**src/rtl/cursor_depth_pkg.sv**
```systemverilog
`default_nettype none
// ============================================================================
//  Module      : cursor_depth_pkg
//  Description : Shared widths, default depth limits and the motion state
//                encoding for the cursor depth controller.
//  Revision    : 1.0 - initial release
// ============================================================================
package cursor_depth_pkg;

    localparam int POS_W = 10;                 // pos_z width (unsigned)
    localparam int VEL_W = 5;                  // vel_z width (signed)
    localparam int SUM_W = POS_W + 1;          // signed width for pos + vel
    localparam int SPD_W = VEL_W - 1;          // unsigned speed magnitude

    localparam int DEF_Z_MIN        = 0;
    localparam int DEF_Z_MAX        = 128;
    localparam int DEF_Z_CENTER     = 64;
    localparam int DEF_V_MAX        = 8;
    localparam int DEF_ACCEL_FRAMES = 4;

    typedef enum logic [2:0] {
        IDLE     = 3'd0,
        ACCEL    = 3'd1,
        CRUISE   = 3'd2,
        BRAKE    = 3'd3,
        RECENTER = 3'd4
    } state_t;

endpackage : cursor_depth_pkg
`default_nettype wire

```
**src/rtl/cursor_depth_ctrl_frame_tick_gen.sv**
```systemverilog
`default_nettype none
// ============================================================================
//  Module      : frame_tick_gen
//  Description : Turns frame_clk rising edges into single-Clk tick pulses.
//                Optional macro CURSOR_DEPTH_FRAME_SYNC_EN inserts a 2-flop
//                synchronizer ahead of the edge detector (latency 3 Clk
//                instead of 1).
//  Revision    : 1.0 - initial release
// ============================================================================
module frame_tick_gen (
    input  logic Clk,
    input  logic Reset,
    input  logic i_frame_clk,
    output logic o_tick
);

    logic w_frame;
    logic r_frame_q;

`ifdef CURSOR_DEPTH_FRAME_SYNC_EN
    logic r_sync1;
    logic r_sync2;

    // Two-stage synchronizer for a frame strobe from an unrelated domain
    always_ff @(posedge Clk) begin
        if (Reset) begin
            r_sync1 <= 1'b0;
            r_sync2 <= 1'b0;
        end else begin
            r_sync1 <= i_frame_clk;
            r_sync2 <= r_sync1;
        end
    end

    assign w_frame = r_sync2;
`else
    assign w_frame = i_frame_clk;
`endif

    // Frame strobe history for rising-edge detection
    always_ff @(posedge Clk) begin
        if (Reset) begin
            r_frame_q <= 1'b0;
        end else begin
            r_frame_q <= w_frame;
        end
    end

    assign o_tick = w_frame & ~r_frame_q;

endmodule : frame_tick_gen
`default_nettype wire

```
**src/rtl/cursor_depth_ctrl.sv**
```systemverilog
`default_nettype none
// ============================================================================
//  Module      : cursor_depth_ctrl
//  Description : Per-frame depth controller for the cursor. Held keys drive a
//                velocity ramp with braking, the position saturates at the
//                playfield depth limits, and center_req recenters the cursor.
//                Optional macro CURSOR_DEPTH_FRAME_SYNC_EN synchronizes
//                frame_clk before edge detection.
//  Revision    : 1.0 - initial release
// ============================================================================
module cursor_depth_ctrl
    import cursor_depth_pkg::*;
#(
    parameter int Z_MIN        = DEF_Z_MIN,
    parameter int Z_MAX        = DEF_Z_MAX,
    parameter int Z_CENTER     = DEF_Z_CENTER,
    parameter int V_MAX        = DEF_V_MAX,
    parameter int ACCEL_FRAMES = DEF_ACCEL_FRAMES
) (
    input  logic                    Clk,
    input  logic                    Reset,
    input  logic                    frame_clk,
    input  logic                    key_in,
    input  logic                    key_out,
    input  logic                    center_req,
    output logic [POS_W-1:0]        pos_z,
    output logic signed [VEL_W-1:0] vel_z,
    output logic                    at_limit,
    output logic                    moving
);

    localparam int CNT_W = (ACCEL_FRAMES > 1) ? $clog2(ACCEL_FRAMES) : 1;

    localparam logic [POS_W-1:0]        c_z_min     = POS_W'(Z_MIN);
    localparam logic [POS_W-1:0]        c_z_max     = POS_W'(Z_MAX);
    localparam logic [POS_W-1:0]        c_z_center  = POS_W'(Z_CENTER);
    localparam logic [POS_W-1:0]        c_v_max_pos = POS_W'(V_MAX);
    localparam logic [VEL_W-1:0]        c_v_max_mag = VEL_W'(V_MAX);
    localparam logic [SPD_W-1:0]        c_v_max_spd = SPD_W'(V_MAX);
    localparam logic [CNT_W-1:0]        c_cnt_last  = CNT_W'(ACCEL_FRAMES - 1);
    localparam logic signed [SUM_W-1:0] c_z_min_s   = SUM_W'(Z_MIN);
    localparam logic signed [SUM_W-1:0] c_z_max_s   = SUM_W'(Z_MAX);

    state_t                    r_state;
    logic [POS_W-1:0]          r_pos;
    logic signed [VEL_W-1:0]   r_vel;
    logic [SPD_W-1:0]          r_speed;
    logic                      r_neg;       // motion sign: 1 = pos_z decreasing
    logic [CNT_W-1:0]          r_cnt;
    logic                      r_at_limit;
    logic                      r_moving;

    logic                      w_tick;
    logic                      w_dir_pos;
    logic                      w_dir_neg;
    logic                      w_match;
    logic [SPD_W-1:0]          w_speed_inc;
    logic [SPD_W-1:0]          w_speed_dec;
    logic                      w_rc_neg;
    logic [POS_W-1:0]          w_rc_dist;
    logic [VEL_W-1:0]          w_rc_mag;
    logic                      w_rc_last;

    state_t                    w_state_nx;
    logic [SPD_W-1:0]          w_speed_nx;
    logic                      w_neg_nx;
    logic [CNT_W-1:0]          w_cnt_nx;
    logic [VEL_W-1:0]          w_mag;
    logic                      w_step_neg;
    logic                      w_brake;

    logic signed [VEL_W-1:0]   w_vel;
    logic signed [SUM_W-1:0]   w_sum;
    logic                      w_sat_lo;
    logic                      w_sat_hi;
    logic [POS_W-1:0]          w_new_pos;

    frame_tick_gen u_tick (
        .Clk         (Clk),
        .Reset       (Reset),
        .i_frame_clk (frame_clk),
        .o_tick      (w_tick)
    );

    // Key decode: both or neither pressed means no direction
    assign w_dir_pos   = key_out & ~key_in;
    assign w_dir_neg   = key_in & ~key_out;
    assign w_match     = r_neg ? w_dir_neg : w_dir_pos;
    assign w_speed_inc = r_speed + SPD_W'(1);
    assign w_speed_dec = r_speed - SPD_W'(1);

    // Recenter step: toward Z_CENTER by min(V_MAX, distance)
    assign w_rc_neg  = (r_pos > c_z_center);
    assign w_rc_dist = w_rc_neg ? (r_pos - c_z_center) : (c_z_center - r_pos);
    assign w_rc_mag  = (w_rc_dist > c_v_max_pos) ? c_v_max_mag : w_rc_dist[VEL_W-1:0];
    assign w_rc_last = (w_rc_dist <= c_v_max_pos);

    // Next-state, speed and step magnitude for the coming frame tick
    always_comb begin
        w_state_nx = r_state;
        w_speed_nx = r_speed;
        w_neg_nx   = r_neg;
        w_cnt_nx   = r_cnt;
        w_mag      = '0;
        w_step_neg = r_neg;
        w_brake    = 1'b0;
        case (r_state)
            IDLE: begin
                w_speed_nx = '0;
                w_cnt_nx   = '0;
                if (center_req && (r_pos != c_z_center)) begin
                    w_state_nx = w_rc_last ? IDLE : RECENTER;
                    w_mag      = w_rc_mag;
                    w_step_neg = w_rc_neg;
                end else if (w_dir_pos && (r_pos != c_z_max)) begin
                    w_state_nx = ACCEL;
                    w_speed_nx = SPD_W'(1);
                    w_neg_nx   = 1'b0;
                    w_mag      = VEL_W'(1);
                    w_step_neg = 1'b0;
                end else if (w_dir_neg && (r_pos != c_z_min)) begin
                    w_state_nx = ACCEL;
                    w_speed_nx = SPD_W'(1);
                    w_neg_nx   = 1'b1;
                    w_mag      = VEL_W'(1);
                    w_step_neg = 1'b1;
                end
            end
            ACCEL: begin
                if (!w_match) begin
                    w_brake = 1'b1;
                end else if (r_cnt == c_cnt_last) begin
                    w_cnt_nx   = '0;
                    w_speed_nx = w_speed_inc;
                    w_mag      = {1'b0, w_speed_inc};
                    if (w_speed_inc >= c_v_max_spd) begin
                        w_state_nx = CRUISE;
                    end
                end else begin
                    w_cnt_nx = r_cnt + CNT_W'(1);
                    w_mag    = {1'b0, r_speed};
                end
            end
            CRUISE: begin
                if (!w_match) begin
                    w_brake = 1'b1;
                end else begin
                    w_mag = c_v_max_mag;
                end
            end
            BRAKE: begin
                w_brake = 1'b1;
            end
            RECENTER: begin
                w_state_nx = w_rc_last ? IDLE : RECENTER;
                w_mag      = w_rc_mag;
                w_step_neg = w_rc_neg;
            end
            default: begin
                w_state_nx = IDLE;
            end
        endcase
        // Braking always runs to a stop before any reversal is allowed
        if (w_brake) begin
            w_speed_nx = w_speed_dec;
            w_cnt_nx   = '0;
            w_mag      = {1'b0, w_speed_dec};
            w_state_nx = (w_speed_dec == '0) ? IDLE : BRAKE;
        end
    end

    // Signed step and saturating position adder
    assign w_vel     = w_step_neg ? -w_mag : w_mag;
    assign w_sum     = $signed({1'b0, r_pos}) +
                       $signed({{(SUM_W-VEL_W){w_vel[VEL_W-1]}}, w_vel});
    assign w_sat_lo  = (w_sum < c_z_min_s);
    assign w_sat_hi  = (w_sum > c_z_max_s);
    assign w_new_pos = w_sum[POS_W-1:0];

    // Motion FSM and registered outputs, advanced once per frame tick
    always_ff @(posedge Clk) begin
        if (Reset) begin
            r_state    <= IDLE;
            r_pos      <= c_z_center;
            r_vel      <= '0;
            r_speed    <= '0;
            r_neg      <= 1'b0;
            r_cnt      <= '0;
            r_at_limit <= 1'b0;
            r_moving   <= 1'b0;
        end else if (w_tick) begin
            if (w_sat_lo || w_sat_hi) begin
                r_state    <= IDLE;
                r_pos      <= w_sat_lo ? c_z_min : c_z_max;
                r_vel      <= '0;
                r_speed    <= '0;
                r_cnt      <= '0;
                r_at_limit <= 1'b1;
                r_moving   <= 1'b0;
            end else begin
                r_state    <= w_state_nx;
                r_pos      <= w_new_pos;
                r_vel      <= w_vel;
                r_speed    <= w_speed_nx;
                r_neg      <= w_neg_nx;
                r_cnt      <= w_cnt_nx;
                r_at_limit <= (w_new_pos == c_z_min) || (w_new_pos == c_z_max);
                r_moving   <= (w_state_nx != IDLE);
            end
        end
    end

    assign pos_z    = r_pos;
    assign vel_z    = r_vel;
    assign at_limit = r_at_limit;
    assign moving   = r_moving;

endmodule : cursor_depth_ctrl
`default_nettype wire

```
**config.mk**
```make
export PLATFORM = sky130hd
export DESIGN_NAME = cursor_depth_ctrl
export DESIGN_NICKNAME = d
export VERILOG_FILES = /design/src/rtl/cursor_depth_pkg.sv /design/src/rtl/cursor_depth_ctrl_frame_tick_gen.sv /design/src/rtl/cursor_depth_ctrl.sv
export SDC_FILE = /design/constraint.sdc
export NUM_CORES = 1
export LEC_CHECK = 0
export ABC_AREA = 0
export CORE_MARGIN = 1
export CORE_UTILIZATION = 64
export DETAILED_ROUTE_END_ITERATION = 7
export GPL_ROUTABILITY_DRIVEN = 0
export MAX_ROUTING_LAYER = met4
export PLACE_DENSITY = 0.87
export SLEW_MARGIN = 40
export SYNTH_ARGS = -nofsm -noshare
export SYNTH_HDL_FRONTEND = slang
export SYNTH_SLANG_ARGS = --single-unit
```
**constraint.sdc**
```tcl
create_clock -name Clk -period 16 [get_ports Clk]
set_input_delay 1.6 -clock Clk [delete_from_list [all_inputs] [get_ports Clk]]
set_output_delay 1.6 -clock Clk [all_outputs]
set_load 0.1 [all_outputs]
```
==> metrics.md <==
| Metric | Value |
|---|---|
| Total Nets Final | `381` |
| Die height | `67.5 um` |
| Main flop type after synthesis | `dfxtp_1` |
| Dpl ws | `8.65 ns` |
| GRT Max-Usage Layer | `met2` |
| Cell family with most CP delay | `compound AO/OA/AOI/OAI gates` |
| Largest net degree at the start of global routing | `18` |
| Total Wirelength | `about 7100 um` |
| Core Region | `4060 um^2` |
| Routed Antenna Nets | `0` |
| RSZ-0062 raised after global routing | `no` |
| Vias per cell | `slightly below 7` |
| Sequential share of the synthesized area | `around 20%` |
| Finished layout cell area | `2940 um^2` |
| Slowest-stage cell, CP | `a2111oi_0` |
| Number of global-route vias before repair | `2491` |
| CP endpoint kind | `flip-flop` |
| Initial Util | `67.7%` |
| Share of cells above drive strength 1 | `12.2%` |
| Max-cap violations | `0` |
| Clk Latency, worst-skew pair | `0.28 ns` |
| Status | `finished, final reports clean` |
| Placed cell area | `~2900 um^2` |
| First-pass GRT wire length | `11300 um` |
| Syn_nets | `369` |
| Yosys top cell area share | `20.4%` |
| Startpoint class of the critical path | `input pin` |
| CP max stage delay | `0.61 ns` |
| Worst path bufs/invs | `3` |
| CTS Hold Buffers Added | `0` |
| H-Tree Level Count | `1` |
| Die ar. | `4560 um^2` |
| Postcts setup bufs | `0` |
| Worst EP required | `16.20 ns` |
| Buffer type at the clock tree root | `clkbuf_8` |
| Post-layout min period | `around 7.2 ns` |
| Cell accounting for the most synthesized area | `dfxtp_1` |
| Grt total ovfl | `0` |
| Wirelength per Cell | `17.5 um` |
| Syn Std Cell Area | `2750 um^2` |
| Global routing usage on met2 | `53.8%` |
| DRC viols | `0` |
| Mapped Avg Cell Area | `8.04 um^2` |
| PostCTS Resize Cnt | `0` |
| Num ports | `23` |
| Yosys warnings | `0` |
| Post-Place Cells | `399` |
| TritonCTS clock tree | `yes` |
| Slew @ Worst Pin | `0.764 ns` |
| Die Width | `67.5 um` |
| Clk buf depth | `2` |
| CP startpoint | `key_out` |
| CTS buffer count | `3` |
| Final hold violations | `0` |
| HP Class | `reg2reg` |
| Layout area overhead | `7.06%` |
| Antenna diodes | `0` |
| Critical Setup Path Class | `in2reg` |
| # port buffers | `22` |
| Post-synth ARST share | `0%` |
| Final WS setup | `8.81 ns` |
| Post-Syn Instances | `about 340` |
| Initial antenna violation count | `0` |
| Setup Skew | `0.00206 ns` |
| Final Max Slew Viols | `0` |
| Clock Pin Slew Worst Setup and Hold Paths | `approximately 0.09 ns` |
| TritonRoute pass-1 iters | `6` |
| Hold Startpoint | `vel_z[0]` |
| Routed via count | `2796` |
| GRT Util Overall | `33.8%` |
| Hpwl dp | `roughly 5300 um` |
| Number of core rows | `23` |
| Critical path cell sequence | `clkdlybuf4s50_1 -> and3b_1 -> or2_2 -> and3_1 -> a21oi_1 -> nor2_1 -> a311o_1 -> a21oi_1 -> ha_1 -> inv_1 -> o41ai_4 -> inv_2 -> ha_1 -> a211oi_1 -> o21ai_0 -> a2111oi_0 -> a21o_1 -> nand2_1 -> nor2_1 -> nand3b_2 -> o31ai_2` |
| Setup TNS | `0 ns` |
| Met1 Usage GRT | `44.4%` |
| Synth cell types | `71` |
| Worst EP arrival | `approximately 7.4 ns` |
| Max FO, Critical Path | `7` |
| Crit Reg-Reg Startpoint | `pos_z[6]` |
| Detailed Route Iter0 Violations | `between 200 and 250` |
| Slew headroom | `48.8%` |
| Synthesized flop and latch total | `28` |
| Final cycle utilization of the critical path | `44.9%` |
| Number of synthesized flops with an enable pin | `0` |
| CTS Sinks | `28` |
| Max Freq | `between 100 and 150 MHz` |
| Setup violators final | `0` |
| Largest cells by area after synthesis | `dfxtp_1 20%, ha_1 9.1%, a21oi_1 3.6%` |
| Met3 GRT Util | `2.87%` |
| Reg-to-reg setup timing slack | `9.25 ns` |
| Non-filler instance count after layout | `403` |
## cell usage in the layout, fill, tap and decap left out, drive strengths merged, types with 4 or more instances in the layout
cell type,netlist,routed
o21ai,17,17
xnor2,8,8
a22o,8,8
nand4,7,7
o31a,4,4
buf,5,17
nor3b,5,5
o41ai,4,4
dfxtp,28,28
clkdlybuf4s50,0,5
nand2,21,21
nor2b,4,4
o31ai,4,4
nor2,25,25
a21oi,21,21
inv,20,20
mux2i,4,4
xor2,5,5
a31oi,6,6
a211oi,8,8
nor4,5,5
ha,20,20
nor3,12,12
nand3,9,9
clkbuf,10,4
a21o,8,8
or3,5,5
nand2b,8,8
o22ai,4,4
o211ai,4,4
## worst min-delay path, delay by kind of cell (launching register included)
kind / cells / cell delay [ns]
AOI/OAI and AO/OA: 1 / 0.05
DFF: 1 / 0.33
and+or+nand+nor: 1 / 0.05
## flip-flops by register name, indices dropped and copies added, names as in the netlist
name and count:
r_state 3, at_limit 1, r_cnt 2, moving 1, vel_z 5, pos_z 10, r_speed 4, r_neg 1
u_tick.r_frame_q 1
## layer usage
| layer | vias to the layer above | share of wire (%) |
|---|---|---|
| met5 | - | 0 |
| met4 | 0 | 2.1 |
| met3 | 17 | 6.7 |
| met2 | 130 | 47 |
| met1 | 1307 | 44 |
| li1 | 1342 | - |
## cells in the mapped netlist, drive strengths merged, types with 5 or more instances
master / n
a21o: 8
nand2: 21
xnor2: 8
nor3b: 5
nor3: 12
nor2: 25
or3: 5
a22o: 8
a21oi: 21
o21ai: 17
nand4: 7
nand2b: 8
buf: 5
nor4: 5
a211oi: 8
a31oi: 6
inv: 20
clkbuf: 10
nand3: 9
ha: 20
dfxtp: 28
xor2: 5
## final cells by class
cell class              count  area [um^2]
repair buffers             22          135
multi-input cells         279         2050
flip-flops and latches     28          561
fillers                   334         1110
well taps                  50         62.6
clock buffers               4         55.1
inverters                  20         75.1
## kinds of logic after synthesis
family | after synthesis | share of synthesized area, %
muxes | 6 | 2.41
AOI/OAI and AO/OA | 123 | 34.4
DFF | 28 | 20.4
buffers and inverters | 35 | 4.96
adders and majority gates | 21 | 9.83
and+or+nand+nor | 116 | 23.2
xor gates and xnor gates | 13 | 4.82
## final timing paths
path                     end  depth (start not counted)
hold reg to reg     vel_z[0]                          2
hold / removal      vel_z[0]                          2
setup / recovery  r_state[2]                         21
setup reg to reg  r_state[2]                         21
## through the flow
step / util, % / hold WS (ns)
after detailed placement: 71.2 / 0.447
after CTS: 72.5 / 0.462
final: 72.5 / 0.466
after global placement: 73.2 / 0.448
after floorplan: - / 0.453
after global routing: 72.5 / 0.484
Power is not shown: default switching activity piles up to over one toggle a cycle in this logic, so the estimate is an artifact.
